## src/rtl/ws2812_pkg.sv

```systemverilog
// Shared types and cycle-count helpers for the WS2812 serialiser.
// WS2812_RGBW_EN widens pixels from 24 (GRB) to 32 (GRBW) bits.
package ws2812_pkg;

`ifdef WS2812_RGBW_EN
    localparam int unsigned PIXEL_BITS = 32;
`else
    localparam int unsigned PIXEL_BITS = 24;
`endif

    localparam int unsigned BIT_IDX_W = $clog2(PIXEL_BITS);

    typedef enum logic [2:0] {
        IDLE,
        FETCH,
        LOAD,
        SHIFT,
        LATCH
    } state_t;

    function automatic int unsigned cyc_per_us(input int unsigned sys_clk);
        return sys_clk / 1_000_000;
    endfunction

    // Truncating ns -> cycles, scaled through whole cycles-per-microsecond.
    function automatic int unsigned ns_to_cyc(input int unsigned sys_clk, input int unsigned ns);
        return (cyc_per_us(sys_clk) * ns) / 1000;
    endfunction

    function automatic int unsigned us_to_cyc(input int unsigned sys_clk, input int unsigned us);
        return cyc_per_us(sys_clk) * us;
    endfunction

    // Counter width that stays at least one bit for n <= 1.
    function automatic int unsigned cnt_width(input int unsigned n);
        return (n > 1) ? $clog2(n) : 1;
    endfunction

endpackage

```

## src/rtl/ws2812_bit_gen.sv

```systemverilog
// One WS2812 bit period: BIT_CYC cycles, high for T1H_CYC or T0H_CYC.
// A start strobe on the last cycle of a period chains the next bit with no gap.
module ws2812_bit_gen
    import ws2812_pkg::*;
#(
    parameter int unsigned T0H_CYC = 20,
    parameter int unsigned T1H_CYC = 40,
    parameter int unsigned BIT_CYC = 62
) (
    input  logic clk_i,
    input  logic reset_i,
    input  logic i_start,
    input  logic i_bit,
    output logic o_do,
    output logic o_bit_end_c
);

    localparam int unsigned CNT_W = cnt_width(BIT_CYC);

    logic [CNT_W-1:0] r_cnt;
    logic             r_active;
    logic             r_bit;
    logic             r_do;

    logic [CNT_W-1:0] w_cnt_nxt;
    logic             w_active_nxt;
    logic             w_bit_nxt;
    logic             w_do_nxt;

    assign o_bit_end_c = r_active && (r_cnt == CNT_W'(BIT_CYC - 1));
    assign o_do        = r_do;

    // Output is registered from the next count so it lines up with that count.
    always_comb begin
        w_cnt_nxt    = r_cnt;
        w_active_nxt = r_active;
        w_bit_nxt    = r_bit;
        w_do_nxt     = 1'b0;
        if (i_start) begin
            w_cnt_nxt    = '0;
            w_active_nxt = 1'b1;
            w_bit_nxt    = i_bit;
        end else if (r_active) begin
            if (o_bit_end_c) begin
                w_cnt_nxt    = '0;
                w_active_nxt = 1'b0;
            end else begin
                w_cnt_nxt = r_cnt + CNT_W'(1);
            end
        end
        w_do_nxt = w_active_nxt && (32'(w_cnt_nxt) < (w_bit_nxt ? T1H_CYC : T0H_CYC));
    end

    always_ff @(posedge clk_i) begin
        if (!reset_i) begin
            r_cnt    <= '0;
            r_active <= 1'b0;
            r_bit    <= 1'b0;
            r_do     <= 1'b0;
        end else begin
            r_cnt    <= w_cnt_nxt;
            r_active <= w_active_nxt;
            r_bit    <= w_bit_nxt;
            r_do     <= w_do_nxt;
        end
    end

endmodule

```

## src/rtl/ws2812_encoder.sv

```systemverilog
// Reads a frame from the pixel buffer and serialises it MSB first as a WS2812 stream.
// Pixel width follows WS2812_RGBW_EN (see ws2812_pkg).
module ws2812_encoder
    import ws2812_pkg::*;
#(
    parameter int unsigned  SYSTEM_CLOCK = 50_000_000,
    parameter int unsigned  NUM_LEDS     = 256,
    parameter int unsigned  T0H_NS       = 400,
    parameter int unsigned  T1H_NS       = 800,
    parameter int unsigned  BIT_NS       = 1250,
    parameter int unsigned  LATCH_US     = 80,
    localparam int unsigned ADDR_W       = cnt_width(NUM_LEDS)
) (
    input  logic                  clk_i,
    input  logic                  reset_i,
    input  logic                  start_i,
    output logic                  rd_o,
    output logic [ADDR_W-1:0]     addr_o,
    input  logic [PIXEL_BITS-1:0] data_i,
    output logic                  do_o,
    output logic                  bsy_o,
    output logic                  done_o
);

    localparam int unsigned T0H_CYC   = ns_to_cyc(SYSTEM_CLOCK, T0H_NS);
    localparam int unsigned T1H_CYC   = ns_to_cyc(SYSTEM_CLOCK, T1H_NS);
    localparam int unsigned BIT_CYC   = ns_to_cyc(SYSTEM_CLOCK, BIT_NS);
    localparam int unsigned LATCH_CYC = us_to_cyc(SYSTEM_CLOCK, LATCH_US);
    localparam int unsigned LAT_W     = cnt_width(LATCH_CYC);
    localparam int unsigned MSB       = PIXEL_BITS - 1;

    state_t                r_state;
    state_t                w_state_nxt;

    logic                  r_rd;
    logic [ADDR_W-1:0]     r_addr;
    logic                  r_bsy;
    logic                  r_done;
    logic [LAT_W-1:0]      r_lat;
    logic                  r_rd_dly;
    logic                  r_first;
    logic [PIXEL_BITS-1:0] r_shift;
    logic [PIXEL_BITS-1:0] r_next;
    logic [BIT_IDX_W-1:0]  r_bit_idx;
    logic [ADDR_W-1:0]     r_pix;

    logic                  w_rd_nxt;
    logic [ADDR_W-1:0]     w_addr_nxt;
    logic                  w_bsy_nxt;
    logic                  w_done_nxt;
    logic [LAT_W-1:0]      w_lat_nxt;

    logic                  w_bit_end;
    logic                  w_bit_last;
    logic                  w_last_pix;
    logic                  w_frame_end;
    logic                  w_gen_start;
    logic                  w_gen_bit;
    logic                  w_pix_start;
    logic                  w_pix_start_last;
    logic                  w_pf;

    ws2812_bit_gen #(
        .T0H_CYC (T0H_CYC),
        .T1H_CYC (T1H_CYC),
        .BIT_CYC (BIT_CYC)
    ) u_bit_gen (
        .clk_i       (clk_i),
        .reset_i     (reset_i),
        .i_start     (w_gen_start),
        .i_bit       (w_gen_bit),
        .o_do        (do_o),
        .o_bit_end_c (w_bit_end)
    );

    // Bit sequencing: first bit after LOAD, then chain on every bit_end except the frame's last.
    always_comb begin
        w_bit_last  = (r_bit_idx == '0);
        w_last_pix  = (32'(r_pix) == NUM_LEDS - 1);
        w_frame_end = (r_state == SHIFT) && w_bit_end && w_bit_last && w_last_pix;
        w_gen_start = (r_state == SHIFT) &&
                      (r_first || (w_bit_end && !(w_bit_last && w_last_pix)));
        w_gen_bit   = r_first    ? r_shift[MSB] :
                      w_bit_last ? r_next[MSB]  : r_shift[MSB-1];
        // A pixel's MSB is starting: the first pixel, or the next one at a boundary.
        w_pix_start      = r_first || w_bit_last;
        w_pix_start_last = r_first ? w_last_pix : (32'(r_pix) + 32'd1 == NUM_LEDS - 1);
        w_pf             = w_gen_start && w_pix_start && !w_pix_start_last;
    end

    always_ff @(posedge clk_i) begin
        if (!reset_i) begin
            r_state <= IDLE;
        end else begin
            r_state <= w_state_nxt;
        end
    end

    always_comb begin
        w_state_nxt = r_state;
        w_rd_nxt    = 1'b0;
        w_addr_nxt  = r_addr;
        w_bsy_nxt   = r_bsy;
        w_done_nxt  = 1'b0;
        w_lat_nxt   = '0;
        case (r_state)
            IDLE: begin
                if (start_i) begin
                    w_state_nxt = FETCH;
                    w_rd_nxt    = 1'b1;
                    w_addr_nxt  = '0;
                    w_bsy_nxt   = 1'b1;
                end
            end
            FETCH: begin
                w_state_nxt = LOAD;
            end
            LOAD: begin
                w_state_nxt = SHIFT;
            end
            SHIFT: begin
                if (w_pf) begin
                    w_rd_nxt   = 1'b1;
                    w_addr_nxt = r_addr + ADDR_W'(1);
                end
                if (w_frame_end) begin
                    w_state_nxt = LATCH;
                    w_done_nxt  = (LATCH_CYC == 1);
                end
            end
            LATCH: begin
                w_lat_nxt = r_lat + LAT_W'(1);
                if (32'(r_lat) == LATCH_CYC - 1) begin
                    w_state_nxt = IDLE;
                    w_bsy_nxt   = 1'b0;
                    w_lat_nxt   = '0;
                end else if (32'(r_lat) + 32'd1 == LATCH_CYC - 1) begin
                    w_done_nxt = 1'b1;
                end
            end
            default: begin
                w_state_nxt = IDLE;
                w_bsy_nxt   = 1'b0;
            end
        endcase
    end

    always_ff @(posedge clk_i) begin
        if (!reset_i) begin
            r_rd   <= 1'b0;
            r_addr <= '0;
            r_bsy  <= 1'b0;
            r_done <= 1'b0;
            r_lat  <= '0;
        end else begin
            r_rd   <= w_rd_nxt;
            r_addr <= w_addr_nxt;
            r_bsy  <= w_bsy_nxt;
            r_done <= w_done_nxt;
            r_lat  <= w_lat_nxt;
        end
    end

    // Shift register, bit/pixel counters and the prefetched next-pixel word.
    always_ff @(posedge clk_i) begin
        if (!reset_i) begin
            r_rd_dly  <= 1'b0;
            r_first   <= 1'b0;
            r_shift   <= '0;
            r_next    <= '0;
            r_bit_idx <= '0;
            r_pix     <= '0;
        end else begin
            r_rd_dly <= r_rd;
            r_first  <= (r_state == LOAD);
            if (r_state == LOAD) begin
                r_shift   <= data_i;
                r_bit_idx <= BIT_IDX_W'(MSB);
                r_pix     <= '0;
            end else if ((r_state == SHIFT) && w_bit_end) begin
                if (w_bit_last) begin
                    if (!w_last_pix) begin
                        r_shift   <= r_next;
                        r_bit_idx <= BIT_IDX_W'(MSB);
                        r_pix     <= r_pix + ADDR_W'(1);
                    end
                end else begin
                    r_shift   <= {r_shift[MSB-1:0], 1'b0};
                    r_bit_idx <= r_bit_idx - BIT_IDX_W'(1);
                end
            end
            if (r_rd_dly) begin
                r_next <= data_i;
            end
        end
    end

    assign rd_o   = r_rd;
    assign addr_o = r_addr;
    assign bsy_o  = r_bsy;
    assign done_o = r_done;

endmodule

```

## config.mk

```make
export PLATFORM = sky130hd
export DESIGN_NAME = ws2812_encoder
export DESIGN_NICKNAME = d
export VERILOG_FILES = /design/src/rtl/ws2812_pkg.sv /design/src/rtl/ws2812_bit_gen.sv /design/src/rtl/ws2812_encoder.sv
export SDC_FILE = /design/constraint.sdc
export NUM_CORES = 1
export LEC_CHECK = 0
export ABC_AREA = 1
export BUFFER_PORTS_ARGS = -buffer_cell sky130_fd_sc_hd__buf_4
export CAP_MARGIN = 5
export CORE_ASPECT_RATIO = 2
export CORE_UTILIZATION = 60
export DETAILED_ROUTE_END_ITERATION = 10
export PLACE_DENSITY = 0.92
export SLEW_MARGIN = 10
export SYNTH_ARGS = -nofsm -noshare
export SYNTH_HDL_FRONTEND = slang
export SYNTH_SLANG_ARGS = --single-unit
```

## constraint.sdc

```tcl
create_clock -name clk_i -period 6 [get_ports clk_i]
set_clock_uncertainty 0.2 [all_clocks]
set_input_delay 1.2 -clock clk_i [delete_from_list [all_inputs] [get_ports clk_i]]
set_output_delay 1.2 -clock clk_i [all_outputs]
set_load 0.01 [all_outputs]
```

==> results.txt, run 1 <==
* CTS sink cnt: 98
- The tree is rooted in a sky130_fd_sc_hd__clkbuf_16.
- Kind of end point of the critical path: flip-flop
- The number of antenna violations at the first check in global routing came to 0.
- By instance count, the leading cell after synthesis is sky130_fd_sc_hd__nor2_1.
* Area added between synthesis and finish: 13.1%
* Number of unique standard cell types used by synthesis: between 40 and 50
- TritonCTS built the clock tree.
- In this run, post-CTS hold repair placed 0 buffers.
- The largest individual stage delay along the critical path comes from the cell sky130_fd_sc_hd__nor2_2.
* Total Wirelength: 11.5 mm
- The H-tree was split into 3 levels.
- Synth area leaders: sky130_fd_sc_hd__dfxtp_1, sky130_fd_sc_hd__nor2_1, sky130_fd_sc_hd__nand2_1, sky130_fd_sc_hd__o21ai_0, sky130_fd_sc_hd__nand3_1
* Proportion of synthesized flip-flops having asynchronous set or reset: 0%
- The later pin in the worst-skew pair is clocked with a latency of between 0.3 and 0.4 ns.
- Final instance count without filler cells: around 760
- Iteration-0 DRC count of the detailed router: 341
- Overall die area: 0.00830 mm^2
- Required time at the worst-slack endpoint: between 6 and 7 ns
* Number of global-route vias before repair: 4337
- Post-route total power: 1.65 mW
- Sequential cells were found to cover between 40% and 50% of the synthesized design area.
- Crit path cell chain: buf_4 > inv_2 > nor2_2 > o21ai_0 > o311ai_1
- The die is between 60 and 70 um wide.
- During placement, the flow inserted port buffers numbering 38.
* Synth top area share: between 40% and 50%
- The cell count after synthesis came out at between 600 and 700.
* Setup repair after global routing missed its margin: no
- Num CTS Buffers: 9
- Worst vdd rail ir drop: approximately 320 uV
- Pre-antenna DRT Iters: 5
- In this run, synthesis inferred 0 flip-flops with an integrated enable.
* Post-route cell area: between 0.005 and 0.006 mm^2
- Fillers: between 600 and 700
* Ys flop type: sky130_fd_sc_hd__dfxtp_1
- The detailed router placed approximately 4500 vias in this run.
* Library cell occupying the most area in the post-synthesis netlist: sky130_fd_sc_hd__dfxtp_1
- Family with the most delay on the worst path: simple AND/OR/NAND/NOR gates
- For the pin with the worst max-slew slack, the measured transition is 1.00 ns.
* Placeable Area: 0.00760 mm^2
- Synth warnings: 0
- The largest single stage delay on the critical path is approximately 0.84 ns.
- No sink is reached through more buffers than the 2 on the longest clock path.
- Area occupied by multi-input gates: 0.00241 mm^2
- Derived from the worst setup path, the maximum achievable clock frequency is 290 MHz.
- Final hold violations: 0
- Max-cap violations in this run came to 0.
* Setup repair bufs after CTS: 0
* Fraction of final layout cells with drive strength greater than 1: between 15 and 20%
* Routability congestion estimate from global placement: approximately 0.90
- Max FO, Critical Path: 60
- Die height: 128 um
- Leakage: 2.19 nW
- Average wire length per cell after detail routing: approximately 15 um
- Number of remaining DRC errors: 0
- The max-slew violation count is 0.
- Wire length of the first global-routing pass: about 19 mm
- Starting density of the core: roughly 62%
- Once detail routing completed, the nets flagged for antenna violations numbered 0.
- Pwr/cell area: 307 mW/mm^2
- Setup violations remaining at the end of the flow were counted as 0.
* Post-Synthesis Net Count: just under 700
- Count of nets after finishing: 702
- Number of antenna repair diodes: 0
- Critical path buffer and inverter count: 2
* Synthesized area divided by synthesized cell count: 7.41 um^2
* Run status: completed
* Kind of critical path: input port to flip-flop
- Worst setup slack before clock tree synthesis: between 2 and 2.5 ns
* Num rows: 45
* Worst path arrival time: between 3 and 4 ns
- Summed over all layers, the global routing overflow is 0.
- In the final timing run, aggregate negative setup slack is 0 ns.
- Global routing used between 20 and 30% of the available tracks across all layers.
- Final clock period utilization by the worst path: between 50% and 60%
- Netlist area before placement: 0.00475 mm^2
- Clock-pin slew on the worst setup and hold paths: 0.06 ns
- Shortest period the worst path allows: ~3.4 ns
- Counting tap cells, the placed design contains a total of roughly 750 instances.
- # resized after CTS: 0
- Dividing the detail-routed via count by the number of cells gives slightly below 6.
- STA classifies the critical path startpoint as an input port.
- Register bit total from synthesis: between 90 and 100
- Commonest cells in the synthesized netlist: sky130_fd_sc_hd__nor2_1, sky130_fd_sc_hd__dfxtp_1, sky130_fd_sc_hd__nand2_1
- Placement Cell Area: around 0.005 mm^2
* Post-layout worst setup margin: around 2.6 ns
* Max_slew headroom: around 33%
- During I/O placement, the number of pins put on the boundary was 39.
- Summing all flip-flop and latch instances after layout gives between 0.0015 and 0.002 mm^2.
- Entering global routing, the biggest net connects 61 pins.
- Summed over all nets, the half-perimeter wirelength after detailed placement is 7.52 mm.
- In this run the worst hold path is classified as flip-flop to flip-flop.
[flip-flops by register name (all words and copies together), names as in the netlist, 3 cells and up]
signal,cells
addr_o,8
r_bit_idx,5
r_lat,12
r_next,24
r_pix,8
r_shift,24
r_state,3
u_bit_gen.r_cnt,6
[routing by layer]
metal / GRT usage [%] / vias up / share of wire (%)
li1: - / 2162 / -
met1: 29.9 / 2141 / 37
met2: 52.6 / 186 / 54
met3: 5.43 / 42 / 4.7
met4: 17.1 / 0 / 4.1
met5: 0 / - / 0
[worst register-to-register path, delay by kind of cell (launching register included)]
kind / cells / cell delay, ns
simple gates: 3 / 0.78
compound gates: 2 / 0.24
flops: 1 / 0.30
fa+ha+maj: 1 / 0.17
buf+inv: 4 / 0.92
[stage by stage]
stage          util (%)  hold WS (ns)
6_report           70.7         0.263
5_1_grt            70.7         0.277
4_1_cts            70.7         0.266
3_5_place_dp       66.0         0.250
3_3_place_gp       66.0         0.241
2_1_floorplan         -         0.230
[final timing paths]
kind / slack (ns) / cells after the start / endpoint / from
worst max-delay path: 2.56 / 5 / r_shift[21]$_SDFFE_PN0P_ / reset_i
worst min-delay path: 0.26 / 1 / r_lat[0]$_SDFF_PP0_ / r_lat[0]$_SDFF_PP0_
worst max register to register: 3.28 / 10 / r_pix[3]$_SDFFE_PP0P_ / r_bit_idx[0]$_SDFFE_PN0P_
worst min register to register: 0.26 / 1 / r_lat[0]$_SDFF_PP0_ / r_lat[0]$_SDFF_PP0_
[area by class of cell]
cell class                      count  share of cell area (%)
Inverter                           59                    4.22
Tap cell                           94                    2.19
Clock inverter                      5                    1.86
Timing Repair Buffer               40                    5.59
Sequential cell                    98                    36.5
Multi-Input combinational cell    455                    44.9
Clock buffer                       11                    4.70
[cells by family (layout without fill, tap and decap cells)]
logic type	count (synthesis)	in the layout	share of synthesized area (%)
AO/OA/AOI/OAI	118	118	15.2
AND/OR/NAND/NOR	312	312	30.0
flip-flops	98	98	41.3
XOR/XNOR	13	13	2.40
buffers and inverters	88	115	7.85
adder cells (fa/ha/maj)	12	12	3.16
[placed cells by master, fill, tap and decap left out, types with 2 or more instances in the layout]
cell,instances
sky130_fd_sc_hd__nor2_1,125
sky130_fd_sc_hd__dfxtp_1,98
sky130_fd_sc_hd__nand2_1,89
sky130_fd_sc_hd__o21ai_0,61
sky130_fd_sc_hd__nand3_1,49
sky130_fd_sc_hd__inv_1,47
sky130_fd_sc_hd__buf_4,40
sky130_fd_sc_hd__o311ai_1,22
sky130_fd_sc_hd__a21oi_1,19
sky130_fd_sc_hd__nor2_2,14
sky130_fd_sc_hd__ha_1,12
sky130_fd_sc_hd__inv_2,9
sky130_fd_sc_hd__clkbuf_16,9
sky130_fd_sc_hd__nor3_1,8
sky130_fd_sc_hd__xor2_1,7
sky130_fd_sc_hd__xnor2_1,6
sky130_fd_sc_hd__nand2_2,5
sky130_fd_sc_hd__nand4_1,4
sky130_fd_sc_hd__o21bai_1,3
sky130_fd_sc_hd__nor4_1,3
sky130_fd_sc_hd__nor2_4,3
sky130_fd_sc_hd__bufinv_16,3
sky130_fd_sc_hd__nand3_4,2
sky130_fd_sc_hd__nand2_4,2
sky130_fd_sc_hd__inv_4,2
sky130_fd_sc_hd__nor3_2,2
sky130_fd_sc_hd__o31ai_1,2
sky130_fd_sc_hd__o21ai_1,2
sky130_fd_sc_hd__a211oi_1,2
sky130_fd_sc_hd__clkbuf_8,2
sky130_fd_sc_hd__clkinv_2,2
[power by group]
part	internal, mW	switching (mW)
Sequential	0.687	0.0271
Clock	0.429	0.249
Combinational	0.0852	0.174
Note: power is estimated with default switching activity, not from simulation.
==> run 2, diff against run 1 <==
--- a/config.mk
+++ b/config.mk
@@ -9,9 +9,9 @@
 export BUFFER_PORTS_ARGS = -buffer_cell sky130_fd_sc_hd__buf_4
 export CAP_MARGIN = 5
 export CORE_ASPECT_RATIO = 2
-export CORE_UTILIZATION = 60
+export CORE_UTILIZATION = 54
 export DETAILED_ROUTE_END_ITERATION = 10
-export PLACE_DENSITY = 0.92
+export PLACE_DENSITY = 0.88
 export SLEW_MARGIN = 10
 export SYNTH_ARGS = -nofsm -noshare
 export SYNTH_HDL_FRONTEND = slang
==> constraint.sdc (replaced) <==
create_clock -name clk_i -period 3 [get_ports clk_i]
set_clock_uncertainty 0.2 [all_clocks]
set_input_delay 0.6 -clock clk_i [delete_from_list [all_inputs] [get_ports clk_i]]
set_output_delay 0.6 -clock clk_i [all_outputs]
set_load 0.01 [all_outputs]
==> run 2 against run 1 <==
Global-route usage decreased by 2.6 points. Sequential cell count unchanged. Combinational power increased by 95%. Cell count up 1.4%. Core utilization decreased by 7.6 points. Sequential share of layout area decreased by 0.30 points. Critical path depth up 5. Worst hold slack improved by 0.00087 ns. Non-clock buffer count increased by 5. Wire length down 2.7%.
==> results.txt, run 2 (synthesis results as in run 1) <==
- The starting density of the core is 55.3% (was 62.5%).
* Final HPWL from detailed placement: 7.81 mm (was 7.52 mm)
- Run status: completed (unchanged).
* Max FO, Critical Path: 25 (was 60)
- Number of global-route vias before repair: 4387 (was 4337)
- Setup repair after global routing missed its margin: no (unchanged)
- The violation count after the first detailed-route iteration was 294 (was 341).
* Top Ports: 39 (unchanged)
* Number of remaining DRC errors: 0 (unchanged)
- The required time of the critical path is 3.04 ns (was 6.03 ns).
- After layout, the minimum clock period comes to 2.64 ns.
* Placeable Area: 0.00859 mm^2 (was 0.00760 mm^2)
- CTS Buffer Depth: 2 (unchanged)
- The area added between synthesis and finish came to 14.1% (was 13.1%).
- Post-layout util: 63.1% (was 70.7%)
- The worst setup slack after placement is 0.483 ns (was 2.27 ns).
* Fillers: 763 (was 609)
- The fraction of layout instances using a drive strength above 1 came to 15.8% (was 15.1%).
- Num rows: 48 (was 45)
* Worst min path class: flip-flop to flip-flop (unchanged)
- The clock group share of total power is 41.3% (was 41.1%).
- The setup TNS after final layout is 0 ns (unchanged).
* # H-tree levels: 3 (unchanged)
- The critical path launch point type was a flip-flop (was input port).
- The final layout net count came to 707 (was 702).
* Share of total power in combinational logic: 15.4% (was 15.7%)
- Kind of critical path: flip-flop to flip-flop (was input port to flip-flop)
* Clock-pin slew on the worst setup and hold paths: 0.07 ns (was 0.06 ns)
* Via density per instance: 5.73 (was 5.95)
- Sw Ratio: 26.9% (was 27.2%)
- Total Wirelength: 11.1 mm (was 11.5 mm)
- The sort of element at the end of the critical path was a flip-flop (unchanged).
- Timing would allow up to roughly 380 MHz.
- Count of hold-fix buffers inserted at cts: 0 (unchanged)
- The total of max-cap violations is 0 (unchanged).
- Wire length of the first global-routing pass: 18.6 mm (was 18.8 mm)
- Total Routing Usage GR: 26.5% (was 29.0%)
- Final clock period utilization by the worst path: just under 90%
* Vias: 4428 (was 4531)
- Count of input and output buffers: 38 (unchanged)
- The portion of total power attributed to sequential cells was 43.3% (about the same).
- Largest registers: r_next (24), r_shift (24), r_lat (12) (unchanged).
* Worst path arrival time: 2.67 ns (was 3.47 ns)
- Leakage: 2.22 nW (was 2.19 nW)
- Pwr/cell area: 607 mW/mm^2 (was 307 mW/mm^2)
- The clock tree from TritonCTS is built (unchanged).
- Width of the chip: 68.3 um (was 64.9 um)
- # resized after CTS: 0 (unchanged)
- The number of antenna violations at the first check in global routing was 0 (unchanged).
* Die height: 135 um (was 128 um)
- Num CTS Buffers: 9 (unchanged)
- Post-layout worst setup margin: 0.363 ns (was 2.56 ns)
- The total congestion overflow after global routing was 0 (unchanged).
- Max_slew headroom: 47.9% (was 33.0%)
- Number of antenna repair diodes: 0 (unchanged)
- The buffers inserted during post-CTS setup optimization came to 0 (unchanged).
* Overall die area: 0.00919 mm^2 (was 0.00830 mm^2)
- The cell chosen for the clock root was sky130_fd_sc_hd__clkbuf_16 (unchanged).
- The most frequent standard cell in the layout excluding fill and tap cells is sky130_fd_sc_hd__nor2_1 (unchanged).
- The total power consumption of the routed design is 3.29 mW (was 1.65 mW).
- Maximum number of pins on one net before global-route repair: 60 (was 61)
- Worst vdd rail ir drop: 473 uV (was 324 uV)
- Final setup violation count: 0 (unchanged)
- The final RePlAce weighted congestion came to 0.862 (was 0.902).
* Highest-count cells in the layout ignoring fill and taps: sky130_fd_sc_hd__nor2_1, sky130_fd_sc_hd__dfxtp_1, sky130_fd_sc_hd__nand2_1 (unchanged)
- P_sw: 885 uW (was 449 uW)
- CTS sink cnt: 98 (unchanged)
- Average wire length per cell after detail routing: 14.4 um (was 15.0 um)
* Worst-Skew Late Latency: 0.35 ns (about the same)
* Worst Hold Slack: 0.264 ns (was 0.263 ns)
* Number of antenna-violating nets in the routed design: 0 (unchanged)
- The number of failing hold endpoints at the final stage was 0 (unchanged).
* Final Max Slew Viols: 0 (unchanged)
- The transition at the pin with the smallest max-transition slack came to 0.780 ns (was 1.00 ns).
- Pre-antenna DRT Iters: 5 (unchanged)
- Cell-internal power: 2.40 mW (was 1.20 mW)
## run 2: cell count changes in the layout (fill, tap and decap cells not counted), sizes merged
cell	change
buf	+5
## run 2: power by group through the flow
stage	registers, mW	logic (mW)	clock network, mW
6_report	1.43	0.506	1.36
3_3_place_gp	1.45	0.479	0
2_1_floorplan	1.45	0.370	0
3_5_place_dp	1.45	0.496	0
4_1_cts	1.42	0.504	1.36
5_1_grt	1.43	0.566	1.42
## run 2: stage by stage
stage | instance area, um^2 | cells
after global placement | 5060 | 757
after detailed placement | 5060 | 757
after CTS | 5420 | 773
after floorplan | 4750 | 641
final | 5420 | 773
after global routing | 5420 | 773
## run 2: area by class of cell
type	count	area (um^2)	area share, %
Inverter	59	226	4.18
Clock inverter	5	100	1.85
Tap cell	100	125	2.31
Clock buffer	11	253	4.67
Timing Repair Buffer	45	338	6.24
Sequential cell	98	1960	36.2
Multi-Input combinational cell	455	2410	44.5
## run 2: layer usage
metal / vias up / GRT usage [%] / share of wire (%)
li1: 2169 / - / -
met3: 50 / 6.25 / 4.4
met5: - / 0 / 0
met4: 0 / 16.9 / 4.3
met2: 136 / 46.6 / 54
met1: 2073 / 26.1 / 37
## run 2: worst max-delay path, cell delays in order (launching register included)
cell	delay, ns
sky130_fd_sc_hd__dfxtp_1	0.30
sky130_fd_sc_hd__inv_1	0.14
sky130_fd_sc_hd__ha_1	0.17
sky130_fd_sc_hd__nand2_1	0.06
sky130_fd_sc_hd__nor2_2	0.32
sky130_fd_sc_hd__buf_4	0.32
sky130_fd_sc_hd__inv_4	0.16
sky130_fd_sc_hd__nor3_2	0.20
sky130_fd_sc_hd__buf_4	0.19
sky130_fd_sc_hd__inv_1	0.10
sky130_fd_sc_hd__a211oi_1	0.35
## run 2: path summary, 6_finish.rpt
| kind | start | endpoint | slack, ns | cells past startpoint |
|---|---|---|---|---|
| worst max-delay path | r_bit_idx[0]$_SDFFE_PN0P_ | r_pix[3]$_SDFFE_PP0P_ | 0.36 | 10 |
| worst min-delay path | r_lat[0]$_SDFF_PP0_ | r_lat[0]$_SDFF_PP0_ | 0.26 | 1 |
| worst max register to register | r_bit_idx[0]$_SDFFE_PN0P_ | r_pix[3]$_SDFFE_PP0P_ | 0.36 | 10 |
| worst min register to register | r_lat[0]$_SDFF_PP0_ | r_lat[0]$_SDFF_PP0_ | 0.26 | 1 |
==> run 3, diff against run 2 <==
--- a/config.mk
+++ b/config.mk
@@ -8,10 +8,12 @@
 export ABC_AREA = 1
 export BUFFER_PORTS_ARGS = -buffer_cell sky130_fd_sc_hd__buf_4
 export CAP_MARGIN = 5
+export CELL_PAD_IN_SITES_DETAIL_PLACEMENT = 0
+export CELL_PAD_IN_SITES_GLOBAL_PLACEMENT = 2
 export CORE_ASPECT_RATIO = 2
-export CORE_UTILIZATION = 54
+export CORE_UTILIZATION = 31
 export DETAILED_ROUTE_END_ITERATION = 10
-export PLACE_DENSITY = 0.88
+export PLACE_DENSITY = 0.87
 export SLEW_MARGIN = 10
 export SYNTH_ARGS = -nofsm -noshare
 export SYNTH_HDL_FRONTEND = slang
==> run 3 against run 2 <==
Design area rose by 1.3%. Worst hold slack got worse by 0.015 ns. Worst setup slack improved by 0.13 ns. Sequential cell count did not move. Cell count rose by 12%. Critical path depth rose by 4. Die area rose by 72%. Via count fell by 5.8%. Count of clock-buffer cells in the layout rose by 2. Clock power fell by 16%. Register-to-register slack improved by 0.13 ns. Non-clock buffer count rose by 2. Critical endpoint is now u_bit_gen.o_do$_SDFF_PN0_.
==> results.txt, run 3 (synthesis results as in run 1) <==
- Run status: completed (unchanged).
* Iteration-0 DRC count of the detailed router: 165 (was 294)
- Overflow left after global routing: 0 (unchanged)
* Worst vdd rail ir drop: 277 uV (was 473 uV)
- Sum of negative setup slack: 0 ns (unchanged)
- The type of the tightest min-delay check was flip-flop to flip-flop (unchanged).
* Count of input and output buffers: 38 (unchanged)
- Crit path cell chain: inv_1 > ha_1 > nand2_1 > nor2_2 > buf_4 > o21ai_0 > o21ai_0 > nand2_1 > nand2_1 > inv_2 > ha_1 > a21oi_1 > nand2_1 > a21oi_1 (was inv_1 > ha_1 > nand2_1 > nor2_2 > buf_4 > inv_4 > nor3_2 > buf_4 > inv_1 > a211oi_1).
* CTS Buffer Depth: 2 (unchanged)
- Num CTS Buffers: 9 (unchanged)
- The slowest cell on the critical path is sky130_fd_sc_hd__dfxtp_1 (was sky130_fd_sc_hd__a211oi_1).
- Leakage: 2.19 nW (was 2.22 nW)
* Width of the chip: 89.5 um (was 68.3 um)
- The aggregate routed wire length was 11.2 mm (was 11.1 mm).
* Worst path arrival time: 2.57 ns (was 2.67 ns)
- Fillers: 1595 (was 763)
- The slack of the critical path came to 0.490 ns (was 0.363 ns).
- The number of hold buffers added after CTS came to 0 (unchanged).
* Setup repair bufs after CTS: 0 (unchanged)
- Placed instance count: 854 (was 757)
- Endpoint of the lowest-slack register-to-register path: u_bit_gen.o_do$_SDFF_PN0_ (was r_pix[3]$_SDFFE_PP0P_)
- The final layout net count is 709 (was 707).
* Number of antenna-violating nets in the routed design: 0 (unchanged)
- The pin count of the biggest net entering global routing was 60 (unchanged).
* Final hold violations: 0 (unchanged)
* Worst-Skew Late Latency: 0.34 ns (was 0.35 ns)
- Setup repair after global routing missed its margin: no (unchanged)
- The required time of the critical path came to 3.06 ns (was 3.04 ns).
- The cell chosen for the clock root is sky130_fd_sc_hd__clkbuf_16 (unchanged).
- Num rows: 63 (was 48)
- # H-tree levels: 3 (unchanged)
- Average wire length per cell after detail routing: 12.9 um (was 14.4 um)
- The count of cells resized by post-cts repair was 0 (unchanged).
- The most frequent standard cell in the layout excluding fill and tap cells is sky130_fd_sc_hd__nor2_1 (unchanged).
* Highest-count cells in the layout ignoring fill and taps: sky130_fd_sc_hd__nor2_1, sky130_fd_sc_hd__dfxtp_1, sky130_fd_sc_hd__nand2_1 (unchanged)
* Worst Hold Slack: 0.249 ns (was 0.264 ns)
- Total Routing Usage GR: 15.5% (was 26.5%)
- Top cell by count, worst path: sky130_fd_sc_hd__nand2_1
- The height of the die is 177 um (was 135 um).
* Clock-pin slew on the worst setup and hold paths: 0.06 ns (was 0.07 ns)
* Placeable Area: 0.0149 mm^2 (was 0.00859 mm^2)
* TritonCTS clock tree: built (unchanged)
* Starting density of the core: 31.9% (was 55.3%)
- The worst-case hold path end point is r_rd_dly$_SDFF_PN0_ (was r_lat[0]$_SDFF_PP0_).
* Overall die area: 0.0158 mm^2 (was 0.00919 mm^2)
- The number of global-route vias before repair came to 4090 (was 4387).
- The antenna diode instance count came to 0 (unchanged).
- Length in cells of the worst reg-to-reg path: 14 (was 10)
- The total of max-cap violations is 0 (unchanged).
* Number of cells on the worst hold path: 2 (was 1)
* Critical path buffer and inverter count: 3 (was 5)
* Vias: 4172 (was 4428)
- The biggest fanout along the worst timing path came to 16 (was 25).
- The number of DRC violations after detailed routing came to 0 (unchanged).
- Final clock period utilization by the worst path: 83.7% (was 87.9%)
* Largest registers: r_next (24), r_shift (24), r_lat (12) (unchanged)
* Shortest period the worst path allows: 2.51 ns (was 2.64 ns)
* Max_slew headroom: 44.3% (was 47.9%)
- Worst setup slack before clock tree synthesis: 0.501 ns (was 0.483 ns)
- Final HPWL from detailed placement: 8.17 mm (was 7.81 mm)
* Via density per instance: 4.80 (was 5.73)
- Final Max Slew Viols: 0 (unchanged)
- The hold path startpoint is rd_o$_SDFF_PN0_ (was r_lat[0]$_SDFF_PP0_).
- The final RePlAce weighted congestion came to 0.804 (was 0.862).
- Origin of the critical flop-to-flop path: r_bit_idx[0]$_SDFFE_PN0P_ (unchanged)
- Pre-antenna DRT Iters: 4 (was 5)
* CTS sink cnt: 98 (unchanged)
- Area added between synthesis and finish: 15.5% (was 14.1%)
* Top Ports: 39 (unchanged)
- The number of standard cells in the final layout excluding fillers was 869 (was 773).
* Family with the most delay on the worst path: compound AO/OA/AOI/OAI gates (was buffers and inverters)
- Kind of end point of the critical path: flip-flop (unchanged)
- Crit start category: flip-flop (unchanged)
- The number of antenna violations at the first check in global routing is 0 (unchanged).
* Pwr/cell area: 562 mW/mm^2 (was 607 mW/mm^2)
- The final setup violation count was 0 (unchanged).
* Fraction of final layout cells with drive strength greater than 1: 15.4% (was 15.8%)
* Worst Max-Slew Pin Slew: 0.835 ns (was 0.780 ns)
* Wire length of the first global-routing pass: 19.0 mm (was 18.6 mm)
* Achievable Freq: 398 MHz (was 379 MHz)
- The classification of the worst setup path is flip-flop to flip-flop (unchanged).
- Largest incremental delay on the critical path: 0.30 ns (was 0.35 ns)
- The reg-to-reg setup timing slack is 0.49 ns (was 0.36 ns).
## run 3: changes by cell type in the layout (fill, tap and decap cells not counted), sizes merged
cell      previous run  this run
buf                 45        47
bufinv               3         1
clkbuf              11        13
clkinv               3         1
clkinvlp             0         1
## run 3: metrics by stage
stage | power [mW] | utilization (%) | instance area [um^2]
after CTS | 3.13 | 36.8 | 5490
final | 3.08 | 36.8 | 5490
after floorplan | 1.82 | - | 4750
after global placement | 1.97 | 34.9 | 5200
after detailed placement | 1.98 | 34.9 | 5200
after global routing | 3.27 | 36.8 | 5490
## run 3: worst reg2reg max path: cells and delay by family, from the launching register on
kind,cells,cell delay (ns)
fa+ha+maj,2,0.45
compound gates,4,0.55
simple gates,5,0.50
buf+inv,3,0.43
flops,1,0.30
## run 3: how the worst max path moves through the flow
stage | startpoint | end | cells past startpoint
floorplan | r_bit_idx[0]$_SDFFE_PN0P_ | u_bit_gen.o_do$_SDFF_PN0_ | 14
global placement | r_bit_idx[0]$_SDFFE_PN0P_ | u_bit_gen.o_do$_SDFF_PN0_ | 14
detailed placement | r_bit_idx[0]$_SDFFE_PN0P_ | u_bit_gen.o_do$_SDFF_PN0_ | 14
CTS | r_bit_idx[0]$_SDFFE_PN0P_ | u_bit_gen.o_do$_SDFF_PN0_ | 14
global route | r_bit_idx[0]$_SDFFE_PN0P_ | u_bit_gen.o_do$_SDFF_PN0_ | 14
finish | r_bit_idx[0]$_SDFFE_PN0P_ | u_bit_gen.o_do$_SDFF_PN0_ | 14
## run 3: where the power goes
group	leakage (nW)	switching [mW]	internal, mW	total, mW
sequential	0.796	0.0467	1.37	1.42
combinational	1.26	0.338	0.180	0.518
clock	0.136	0.478	0.666	1.14
## run 3: final cells by class
| class | count | area (um^2) | share of cell area, % |
|---|---|---|---|
| well taps | 195 | 244 | 4.45 |
| inverters | 59 | 226 | 4.13 |
| multi-input cells | 455 | 2410 | 44.0 |
| clock inverters | 2 | 37.5 | 0.684 |
| flip-flops and latches | 98 | 1960 | 35.8 |
| clock buffers | 13 | 250 | 4.56 |
| repair buffers | 47 | 353 | 6.43 |
## run 3: routing by layer
| metal | vias to the layer above | GRT usage (%) | share of wire (%) |
|---|---|---|---|
| met5 | - | 0 | 0 |
| met4 | 0 | 4.83 | 1.6 |
| met3 | 12 | 2.85 | 2.4 |
| met2 | 49 | 29.5 | 56 |
| met1 | 1937 | 16.5 | 40 |
| li1 | 2174 | - | - |
